===== src/rtl/game_state_module.sv =====
// Screen sequencer for the game: READY -> PLAY -> OVER -> READY.
// The start key is synchronized and debounced. Screen changes are held in a
// pending register and only applied on a vsync falling edge, so the visible
// screen never switches mid-frame.
//
// state | meaning
// ------+---------------------------------------------------------------
// READY | title screen, waiting for a start press
// PLAY  | game running, waiting for the stack to reach the top row
// OVER  | game-over screen, left on a press or after OVER_HOLD cycles
module game_state_module #(
    parameter int DB_CNT    = 1000000,
    parameter int OVER_HOLD = 150000000
) (
    input  logic clk,
    input  logic rst_n,
    input  logic key_start_n,
    input  logic over_det,
    input  logic vsync,
    output logic gameready_sig,
    output logic start_sig,
    output logic over_sig,
    output logic game_rst_n,
    output logic key_press
);

    localparam int DB_W = (DB_CNT > 1) ? $clog2(DB_CNT) : 1;
    localparam int OV_W = (OVER_HOLD > 1) ? $clog2(OVER_HOLD) : 1;
    localparam logic [DB_W-1:0] DB_LAST = DB_W'(DB_CNT - 1);
    localparam logic [OV_W-1:0] OV_LAST = OV_W'(OVER_HOLD - 1);

    typedef enum logic [1:0] {
        ST_READY = 2'd0,
        ST_PLAY  = 2'd1,
        ST_OVER  = 2'd2
    } state_t;

    logic            key_meta;
    logic            key_sync;
    logic            vs_meta;
    logic            vs_sync;
    logic            vs_prev;
    logic            frame_edge;

    logic [DB_W-1:0] db_cnt;
    logic            key_stable;
    logic            key_stable_d;

    state_t          state;
    state_t          pend_state;
    logic            pend_valid;
    logic [OV_W-1:0] over_cnt;

    logic            timeout;
    logic            commit;
    logic            req_valid;
    state_t          req_state;

    function automatic logic [2:0] screen_bits(input state_t s);
        logic [2:0] b;
        b = 3'b100;
        case (s)
            ST_READY: b = 3'b100;
            ST_PLAY:  b = 3'b010;
            ST_OVER:  b = 3'b001;
            default:  b = 3'b100;
        endcase
        return b;
    endfunction

    // Two-flop synchronizers for the key and vsync, plus vsync history for edge detect
    always_ff @(posedge clk or negedge rst_n) begin
        if (!rst_n) begin
            key_meta <= 1'b1;
            key_sync <= 1'b1;
            vs_meta  <= 1'b1;
            vs_sync  <= 1'b1;
            vs_prev  <= 1'b1;
        end else begin
            key_meta <= key_start_n;
            key_sync <= key_meta;
            vs_meta  <= vsync;
            vs_sync  <= vs_meta;
            vs_prev  <= vs_sync;
        end
    end

    assign frame_edge = vs_prev & ~vs_sync;

    // Debouncer: adopt the synchronized level after DB_CNT consecutive disagreeing cycles
    always_ff @(posedge clk or negedge rst_n) begin
        if (!rst_n) begin
            db_cnt     <= '0;
            key_stable <= 1'b1;
        end else if (key_sync != key_stable) begin
            if (db_cnt == DB_LAST) begin
                key_stable <= key_sync;
                db_cnt     <= '0;
            end else begin
                db_cnt <= db_cnt + DB_W'(1);
            end
        end else begin
            db_cnt <= '0;
        end
    end

    // One-cycle press pulse on the falling edge of the debounced level
    always_ff @(posedge clk or negedge rst_n) begin
        if (!rst_n) begin
            key_stable_d <= 1'b1;
            key_press    <= 1'b0;
        end else begin
            key_stable_d <= key_stable;
            key_press    <= key_stable_d & ~key_stable;
        end
    end

    assign timeout = (state == ST_OVER) && (over_cnt == OV_LAST);
    assign commit  = frame_edge & pend_valid;

    // Transition request raised by the current screen
    always_comb begin
        req_valid = 1'b0;
        req_state = ST_READY;
        case (state)
            ST_READY: begin
                if (key_press) begin
                    req_valid = 1'b1;
                    req_state = ST_PLAY;
                end
            end
            ST_PLAY: begin
                if (over_det) begin
                    req_valid = 1'b1;
                    req_state = ST_OVER;
                end
            end
            ST_OVER: begin
                if (key_press || timeout) begin
                    req_valid = 1'b1;
                    req_state = ST_READY;
                end
            end
            default: begin
                req_valid = 1'b0;
                req_state = ST_READY;
            end
        endcase
    end

    // Screen FSM: latch one pending request, apply it on the next frame edge.
    // A request arriving on a frame edge with nothing pending is latched and
    // so waits for the following edge.
    always_ff @(posedge clk or negedge rst_n) begin
        if (!rst_n) begin
            state         <= ST_READY;
            pend_state    <= ST_READY;
            pend_valid    <= 1'b0;
            over_cnt      <= '0;
            gameready_sig <= 1'b1;
            start_sig     <= 1'b0;
            over_sig      <= 1'b0;
            game_rst_n    <= 1'b1;
        end else begin
            game_rst_n <= 1'b1;
            if (commit) begin
                state      <= pend_state;
                pend_valid <= 1'b0;
                {gameready_sig, start_sig, over_sig} <= screen_bits(pend_state);
                if (pend_state == ST_PLAY) begin
                    game_rst_n <= 1'b0;
                end
            end else if (!pend_valid && req_valid) begin
                pend_valid <= 1'b1;
                pend_state <= req_state;
            end

            if ((state == ST_OVER) && !commit) begin
                if (over_cnt != OV_LAST) begin
                    over_cnt <= over_cnt + OV_W'(1);
                end
            end else begin
                over_cnt <= '0;
            end
        end
    end

endmodule

===== config.mk =====
export PLATFORM = sky130hd
export DESIGN_NAME = game_state_module
export DESIGN_NICKNAME = d
export VERILOG_FILES = /design/src/rtl/game_state_module.sv
export SDC_FILE = /design/constraint.sdc
export NUM_CORES = 1
export LEC_CHECK = 0
export ABC_AREA = 1
export BUFFER_PORTS_ARGS = -buffer_cell sky130_fd_sc_hd__buf_4
export CAP_MARGIN = 20
export CELL_PAD_IN_SITES_DETAIL_PLACEMENT = 1
export CELL_PAD_IN_SITES_GLOBAL_PLACEMENT = 1
export CORE_MARGIN = 3
export CORE_UTILIZATION = 35
export CTS_CLUSTER_DIAMETER = 30
export DETAILED_ROUTE_END_ITERATION = 10
export PLACE_DENSITY = 0.73
export SYNTH_ARGS = -nofsm -noshare
export SYNTH_HDL_FRONTEND = slang
export SYNTH_SLANG_ARGS = --single-unit

===== constraint.sdc =====
create_clock -name clk -period 3.8 [get_ports clk]
set_input_delay 0.19 -clock clk [delete_from_list [all_inputs] [get_ports clk]]
set_output_delay 0.19 -clock clk [all_outputs]
set_load 0.005 [all_outputs]

==> flow_metrics.tcl, run 1 <==
set metrics [dict create \
    synthesis.area_mm2 0.00351 \
    dp_hpwl_um 6150 \
    maxCapViolCount 0 \
    fin_crit_sh_pct 56.7 \
    drt_first_iter_violations 75 \
    postRouteAntennaNets 0 \
    io_buffer_count 9 \
    p_int_mw 0.967 \
    dr.pass1.iters 4 \
    tightest_slew_ps 829 \
    detail_route.vias_per_cell 4.86 \
    syn_inst 431 \
    fin_area_mm2 0.00393 \
    netlist.area_leader.share_pct 39.9 \
    post_cts_buffers 0 \
    fin_crit_ps 2160 \
    wl_per_cell_um 14.0 \
    yosysTopAreaCell "dfrtp_1" \
    critical_path.top_delay_family "simple AND/OR/NAND/NOR gates" \
    setup_violations 0 \
    synth_edf_count 0 \
    cellLeakagePower_nw 1.69 \
    synth.avg_cell_area_um2 8.15 \
    htree_levels 3 \
    final_util_pct 41.3 \
    ctsResizeCount 0 \
    power_density_mw_per_mm2 335 \
    clock.fmax_mhz 464 \
    cts_root_buffer "clkbuf_8" \
    vias 2846 \
    antenna_found_initial 0 \
    yosysUniqueCellTypes 34 \
    worst-setup-path-type "reg -> reg" \
    ys_top_cells_by_area "dfrtp_1 40%, nand2_1 8.7%, dfstp_2 6.7%, inv_1 6.6%, nor2_1 6.2%" \
    clock-sinks 65 \
    area_growth_pct 11.8 \
    finalHoldViolCount 0 \
    chipHeight_um 106 \
    clk_latency_ps 360 \
    worstPathArrival_ps 2380 \
    fin_nets 460 \
    synth-seq-cells 65 \
    cp_max_fo 18 \
    antenna_cells 0 \
    rsz0062_at_grt "false" \
    pwr-share-comb_pct 3.5 \
    clkTransAtPathRegs_ps 80 \
    timing.critical_path.buf_inv 3 \
    first_global_vias 3027 \
    cts_inserted_buffers 9 \
    cp-start-kind "flop" \
    gp_congestion 0.879 \
    yosysWarnings 0 \
    hold_path.class "in -> reg" \
    die_x_um 106 \
    synth_fp_nets 440 \
    yosys-top-cells-count "81 x nand2_1, 62 x inv_1, 58 x nor2_1, 56 x dfrtp_1, 23 x a21oi_1" \
    drive_gt1_share_pct 16.0 \
    setup-tns-final_ps 0 \
    drt-total-wl_um 8210 \
    drv_slew 0 \
    seqPwrFrac_pct 54.2 \
    core_area_mm2 0.00950 \
    critPathRequiredTime_ps 4020 \
    crit_path_frequent_cell "inv_2" \
    initial_core_util_pct 36.9 \
    grt_max_degree 66 \
    synth.yosys.seq_area_share_pct 46.7 \
    io_pins 10 \
    power_mw 1.31 \
    critPathCaptureType "flop" \
    p_clk_share_pct 42.4 \
    place_area_mm2 0.00371 \
    globalRouteOverflowTotal 0 \
    synthFlopType "dfrtp_1" \
    grt_use_total_pct 16.1 \
    remaining_drc_errors 0 \
    max_stage_delay_ps 520 \
    yosysMostFrequentCell "nand2_1" \
    p_switching_mw 0.348 \
    ys_async_sr_fraction_pct 100 \
    irDropWorstVdd_v 0.000228 \
    outcome "complete, no violations" \
    finClkSkew_ps 10.8 \
    slew_headroom_pct 44.7 \
    placementRows 35 \
    slowest_stage "dfstp_2" \
    grt_pass1_wl_um 14500 \
    swShare_pct 26.4 \
    crit_chain "inv_1 > nor3_4 > inv_2 > nand3_1 > inv_2 > nand4_1 > o21ai_0" \
    die_area_mm2 0.0113 \
    clockBufferDepth 2 \
    cts_tree "yes" \
]
-- final timing paths --
path | start | end | slack, ps | cells past startpoint
setup / recovery | vs_prev | over_cnt[3] | 1640 | 7
min in group asynchronous | rst_n | over_cnt[10] | 480 | 2
setup reg to reg | vs_prev | over_cnt[3] | 1640 | 7
hold / removal | over_det | pend_state[1] | 220 | 5
max in group asynchronous | rst_n | pend_state[0] | 2780 | 2
hold reg to reg | vs_meta | vs_sync | 360 | 0
-- cell families (layout without fill, tap and decap cells) --
family,after synthesis,count (layout),synth area share [%]
xor+xnor,17,17,4.24
simple gates,227,227,32.3
fa+ha+maj,4,4,1.43
mux,1,1,0.321
flops,65,65,46.7
buf+inv,72,97,8.13
compound gates,45,45,6.91
-- worst register-to-register path: cells and delay by family (launching register included) --
kind / cells / cell delay (ps)
simple gates: 3 / 950
flops: 1 / 520
compound gates: 1 / 100
buf+inv: 3 / 460
-- placed cells by master (no fill, tap or decap), types with 2 or more instances in the layout --
cell type	netlist	final
xnor2_1	3	3
nor4_1	4	4
ha_1	4	4
inv_1	62	62
nand4_1	7	7
nand2_2	8	8
nor2_4	6	6
nor3_1	20	20
o21a_1	2	2
o21ai_0	16	16
clkinvlp_4	0	2
dfrtp_1	56	56
a21oi_1	23	23
dlygate4sd3_1	0	3
inv_6	0	4
xor2_1	14	14
clkbuf_8	0	9
nand3b_1	3	3
nor2_2	3	3
nand3_2	4	4
nand2_1	81	81
or2_2	2	2
inv_2	7	7
nand3_1	22	22
buf_4	2	9
nor3_2	2	2
nor2_1	58	58
nor3_4	4	4
dfstp_2	9	9
-- cell type report --
cell class              instances  area, um^2
fillers                      1180        5580
flip-flops and latches         65        1640
multi-input cells             294        1590
inverters                      69         259
well taps                     129         161
clock buffers                   9         124
repair buffers                 12        97.6
clock inverters                 7        58.8
-- power by group through the flow --
stage / Combinational (mW) / Sequential (mW) / Clock, mW
finish: 0.0455 / 0.712 / 0.557
global route: 0.0531 / 0.714 / 0.608
CTS: 0.0475 / 0.712 / 0.577
detailed placement: 0.0450 / 0.725 / 0
global placement: 0.0440 / 0.725 / 0
floorplan: 0.0186 / 0.725 / 0
-- metrics by stage --
| stage | setup WS, ps | hold WS, ps | instances |
|---|---|---|---|
| after floorplan | 2340 | -106 | 431 |
| after global placement | 1770 | 299 | 566 |
| after detailed placement | 1640 | 300 | 566 |
| after CTS | 1620 | 200 | 585 |
| after global routing | 1390 | 215 | 585 |
| final | 1640 | 215 | 585 |
-- flip-flops by register name (all words and copies together) (netlist names), 2 cells and up --
signal and count:
db_cnt 20, state 2, pend_state 2, over_cnt 28
-- per-layer routing --
layer / GRT usage (%) / wire [um] / vias to the layer above
met5: 0 / 0 / -
met4: 5.27 / 111 / 0
met3: 3.46 / 161 / 12
met2: 26.3 / 3910 / 19
met1: 21.1 / 4030 / 1401
li1: - / - / 1414
-- what timing repair did --
item                                    in CTS  in global routing
endpoints found under the setup margin       0                  0
hold buffers                                 3                  0
endpoints found under the hold margin       58                  0
Power figures use the tool's default switching activity.
==> inputs of run 2 (changes only) <==
Settings changed: PLACE_DENSITY 0.73 to 0.75.
Clock period 3.8 ns to 1.8 ns, I/O delays scaled along.
==> run 2 against run 1 <==
Combinational power rose to 2.5 times the previous value. Wire length increased by 0.67%. Sequential share of layout area fell by 1.4 points. Design area grew 3.5%. Power is 120% higher. Via count increased by 2.5%. Critical path type unchanged. Largest power group unchanged. Highest routed layer unchanged.
==> flow_metrics.tcl, run 2 (synthesized netlist as in run 1, its figures left out) <==
set metrics [dict create \
    fin_area_mm2 0.00407 \
    setup_violations 0 \
    cts_inserted_buffers 9 \
    initial_core_util_pct 36.9 \
    final_cell_mix "81 x nand2_1, 62 x inv_1, 58 x nor2_1, 56 x dfrtp_1, 23 x a21oi_1" \
    globalRouteOverflowTotal 0 \
    fin_crit_sh_pct 92.0 \
    drt-total-wl_um 8270 \
    largest_register_ffs 28 \
    maxCapViolCount 0 \
    clock.fmax_mhz 604 \
    clockBufferDepth 2 \
    cts_tree "yes" \
    grt_use_total_pct 15.8 \
    cts_root_buffer "clkbuf_8" \
    worst-setup-path-type "reg -> reg" \
    tightest_slew_ps 427 \
    fin_crit_ps 1660 \
    critPathRequiredTime_ps 2040 \
    cp-start-kind "flop" \
    dr.pass1.iters 4 \
    worstPathArrival_ps 1890 \
    hold_path.class "in -> reg" \
    dpl.cell_count 571 \
    grt_max_degree 32 \
    io_buffer_count 9 \
    drive_gt1_share_pct 18.4 \
    first_global_vias 3091 \
    vias 2916 \
    finClkSkew_ps 10.5 \
    stdcell_count 596 \
    clk_latency_ps 350 \
    slew_headroom_pct 71.5 \
    chipHeight_um 106 \
    top_regs "over_cnt x28, db_cnt x20" \
    core_area_mm2 0.00950 \
    final_common_cell "nand2_1" \
    cellLeakagePower_nw 1.78 \
    clock-sinks 65 \
    remaining_drc_errors 0 \
    max_stage_delay_ps 390 \
    outcome "complete, no violations" \
    slowest_stage "dfrtp_1" \
    grt_pass1_wl_um 14300 \
    area_growth_pct 15.8 \
    drt_first_iter_violations 87 \
    power_density_mw_per_mm2 721 \
    fin_nets 471 \
    io_pins 10 \
    top_register "over_cnt" \
    critPathCaptureType "flop" \
    antenna_cells 0 \
    drv_slew 0 \
    postRouteAntennaNets 0 \
    irDropWorstVdd_v 0.000432 \
    nFillCells 1164 \
    cp_max_fo 4 \
    die_x_um 106 \
    antenna_found_initial 0 \
    crit_path_frequent_cell "nor2_1" \
    die_area_mm2 0.0113 \
    clkTransAtPathRegs_ps 80 \
    dp_hpwl_um 6270 \
    place_area_mm2 0.00376 \
    placementRows 35 \
    gp_congestion 0.872 \
    wl_per_cell_um 13.9 \
    htree_levels 3 \
    finalHoldViolCount 0 \
    crit_chain "ha_1 > nand3_2 > nor3_4 > nand2_2 > nor2_1 > xor2_1 > nor2_1" \
    detail_route.vias_per_cell 4.89 \
]
## run 2: cell types whose count changed in the layout (fill, tap and decap cells not counted), sizes merged
cell	previous run	this run
inv	73	74
bufinv	0	1
clkinv	1	0
clkinvlp	2	1
buf	9	20
## run 2: metal layers
metal / global-route usage [%] / vias to the layer above / share of wire, %
met2: 27.6 / 32 / 50
met4: 4.72 / 0 / 1.1
met3: 3.46 / 9 / 2.6
met1: 19.5 / 1437 / 46
li1: - / 1438 / -
met5: 0 / - / 0
## run 2: power by group
part / total, mW / leakage [nW] / internal [mW] / switching, mW
sequential: 1.51 / 0.874 / 1.49 / 0.0156
clock: 1.31 / 0.103 / 0.668 / 0.641
combinational: 0.115 / 0.800 / 0.0445 / 0.0701
total: 2.93 / 1.78 / 2.20 / 0.727
## run 2: repair_timing
action,CTS,global route
endpoints found under the hold margin,31,0
hold buffers,3,0
endpoints found under the setup margin,0,14
buffers inserted,0,6
resized for setup,0,4
## run 2: final timing paths
path	startpoint	to	slack (ps)	cells after the start
max in group asynchronous	rst_n	game_rst_n	980	3
worst min-delay path	over_det	pend_state[1]	150	5
worst max-delay path	db_cnt[0]	db_cnt[18]	140	7
worst max register to register	db_cnt[0]	db_cnt[18]	140	7
min in group asynchronous	rst_n	over_cnt[21]	220	2
worst min register to register	key_meta	key_sync	360	0
## run 2: metrics by stage
step / hold slack (ps) / setup slack (ps) / TNS, ps / power (mW) / utilization [%]
floorplan: -206 / 343 / 0 / 1.57 / -
global placement: 54.7 / 179 / 0 / 1.63 / 39.6
detailed placement: 59.0 / 71.6 / 0 / 1.64 / 39.6
CTS: 141 / 54.0 / 0 / 2.99 / 42.1
global route: 184 / -23.3 / -31.6 / 3.06 / 42.8
finish: 153 / 145 / 0 / 2.93 / 42.8
## run 2: area by class of cell
cell class                      count  area, um^2  share of cell area [%]
Sequential cell                    65        1640                    40.3
Multi-Input combinational cell    294        1610                    39.5
Inverter                           69         259                    6.37
Timing Repair Buffer               23         193                    4.74
Tap cell                          129         161                    3.97
Clock buffer                        9         124                    3.05
Clock inverter                      7        83.8                    2.06
## run 2: critical path, delay by kind of cell, from the launching register on
kind	cells	cell delay, ps
xor gates and xnor gates	1	190
adders and majority gates	1	210
DFF	1	390
and+or+nand+nor	5	760
==> inputs of run 3 (changes only) <==
Settings changed: ABC_CLOCK_PERIOD_IN_PS from default to 1800, BUFFER_PORTS_ARGS -buffer_cell sky130_fd_sc_hd__buf_4 to -buffer_cell sky130_fd_sc_hd__buf_2, CORE_MARGIN 3 to default.
==> run 3 against run 2 <==
Power down 2.0%. Highest routed layer unchanged. Sequential share of layout area up 0.50 points. Final cell count unchanged. Register-to-register slack about the same. Largest power group unchanged. Clock-buffer cell count unchanged.
==> flow_metrics.tcl, run 3 (synthesized netlist as in run 1, its figures left out) <==
set metrics [dict create \
    outcome "complete, no violations" \
    power_density_mw_per_mm2 714 \
    largest_register_ffs 28 \
    finClkSkew_ps 9.31 \
    cp-start-kind "flop" \
    finalHoldViolCount 0 \
    dp_hpwl_um 6090 \
    remaining_drc_errors 0 \
    fin_crit_sh_pct 92.3 \
    dr.pass1.iters 4 \
    power_mw 2.87 \
    multi_input_area_mm2 0.00161 \
    max_stage_delay_ps 390 \
    clock.fmax_mhz 602 \
    cts_root_buffer "clkbuf_8" \
    top_regs "over_cnt x28, db_cnt x20" \
    postRouteAntennaNets 0 \
    setup_violations 0 \
    crit_chain "ha_1 > nand3_2 > nor3_2 > nand3_1 > nand2_4 > inv_1 > o21ai_0 > a21oi_1" \
    critPathRequiredTime_ps 2020 \
    tightest_slew_ps 357 \
    clock-sinks 65 \
    final_common_cell "nand2_1" \
    slowest_stage "dfrtp_1" \
    globalRouteOverflowTotal 0 \
    timing.critical_path.buf_inv 1 \
    cp_max_fo 10 \
    top_register "over_cnt" \
    critPathCaptureType "flop" \
    clk_latency_ps 350 \
    slew_headroom_pct 76.2 \
    fin_nets 467 \
    chipHeight_um 102 \
    die_area_mm2 0.0104 \
    hold_path.class "in -> reg" \
    cts_tree "yes" \
    p_switching_mw 0.695 \
    drt-total-wl_um 8240 \
    core_area_mm2 0.00973 \
    critical_path.top_delay_family "simple AND/OR/NAND/NOR gates" \
    cts_inserted_buffers 9 \
    final_util_pct 41.3 \
    pwr-share-comb_pct 3.5 \
    irDropWorstVdd_v 0.000482 \
    cellLeakagePower_nw 1.73 \
    seq_area_mm2 0.00164 \
    final_cell_mix "80 x nand2_1, 62 x inv_1, 58 x nor2_1, 55 x dfrtp_1, 23 x a21oi_1" \
    drive_gt1_share_pct 18.1 \
    fin_crit_ps 1660 \
    clkTransAtPathRegs_ps 70 \
    area_growth_pct 14.5 \
    p_clk_share_pct 44.1 \
    antenna_found_initial 0 \
    place_area_mm2 0.00374 \
    drt_first_iter_violations 65 \
    fin_area_mm2 0.00402 \
    drv_slew 0 \
    vias 2863 \
    antenna_cells 0 \
    swShare_pct 24.2 \
    grt_use_total_pct 17.7 \
    initial_core_util_pct 36.1 \
    die_x_um 102 \
    wl_per_cell_um 13.8 \
    htree_levels 3 \
    maxCapViolCount 0 \
    setup-tns-final_ps 0 \
    worst-setup-path-type "reg -> reg" \
    nFillCells 1200 \
    io_pins 10 \
    seqPwrFrac_pct 52.4 \
    worstPathArrival_ps 1890 \
    grt_pass1_wl_um 14100 \
    first_global_vias 2938 \
    p_int_mw 2.18 \
    clockBufferDepth 2 \
    detail_route.vias_per_cell 4.80 \
    placementRows 36 \
    grt_max_degree 66 \
    rrSetupSlack_ps 140 \
    io_buffer_count 9 \
    gp_congestion 0.830 \
]
## run 3: cell count changes in the layout (fill, tap and decap cells not counted), sizes merged
cell,previous run,this run
inv,74,71
clkinv,0,3
buf,20,16
## run 3: tightest hold or removal path, delay by kind of cell
family / cells / cell delay (ps)
buffers and inverters: 2 / 140
and+or+nand+nor: 3 / 200
## run 3: area by class of cell
| cell class | count | share of cell area, % |
|---|---|---|
| Sequential cell | 65 | 40.8 |
| Multi-Input combinational cell | 294 | 40.1 |
| Inverter | 69 | 6.44 |
| Tap cell | 133 | 4.14 |
| Timing Repair Buffer | 19 | 3.49 |
| Clock buffer | 9 | 3.08 |
| Clock inverter | 7 | 1.93 |
## run 3: path summary, 6_finish.rpt
path                            startpoint            end  cells past startpoint
worst min register to register    key_meta       key_sync                      0
worst min-delay path              over_det  pend_state[1]                      5
worst max register to register   db_cnt[0]     db_cnt[13]                      8
max in group asynchronous            rst_n     game_rst_n                      3
min in group asynchronous            rst_n   over_cnt[21]                      3
worst max-delay path             db_cnt[0]     db_cnt[13]                      8
## run 3: stage by stage
stage                     setup slack (ps)  instances  hold slack, ps
final                                  139        596             115
after global routing                 -2.91        596             136
after CTS                             58.2        593            93.3
after detailed placement              79.5        574             135
after global placement                 172        574             133
after floorplan                        343        431            -206
## run 3: metal layers
layer,share of wire [%],vias up,track usage (%),wire length (um)
met5,0,-,0,0
met4,1.4,0,5.82,116
met3,1.9,9,3.90,157
met2,50,17,30.5,4150
met1,46,1405,21.9,3820
li1,-,1432,-,-
## run 3: power groups by stage
| stage | combinational [mW] | clock, mW | sequential (mW) |
|---|---|---|---|
| after floorplan | 0.0392 | 0 | 1.53 |
| after global placement | 0.0941 | 0 | 1.53 |
| after detailed placement | 0.0981 | 0 | 1.53 |
| after CTS | 0.103 | 1.32 | 1.50 |
| after global routing | 0.117 | 1.38 | 1.51 |
| final | 0.101 | 1.27 | 1.50 |
## run 3: what timing repair did
action,CTS,global route
endpoints found under the hold margin,58,0
gates resized for setup,0,6
endpoints found under the setup margin,0,11
setup buffers,0,3
hold buffers,3,0
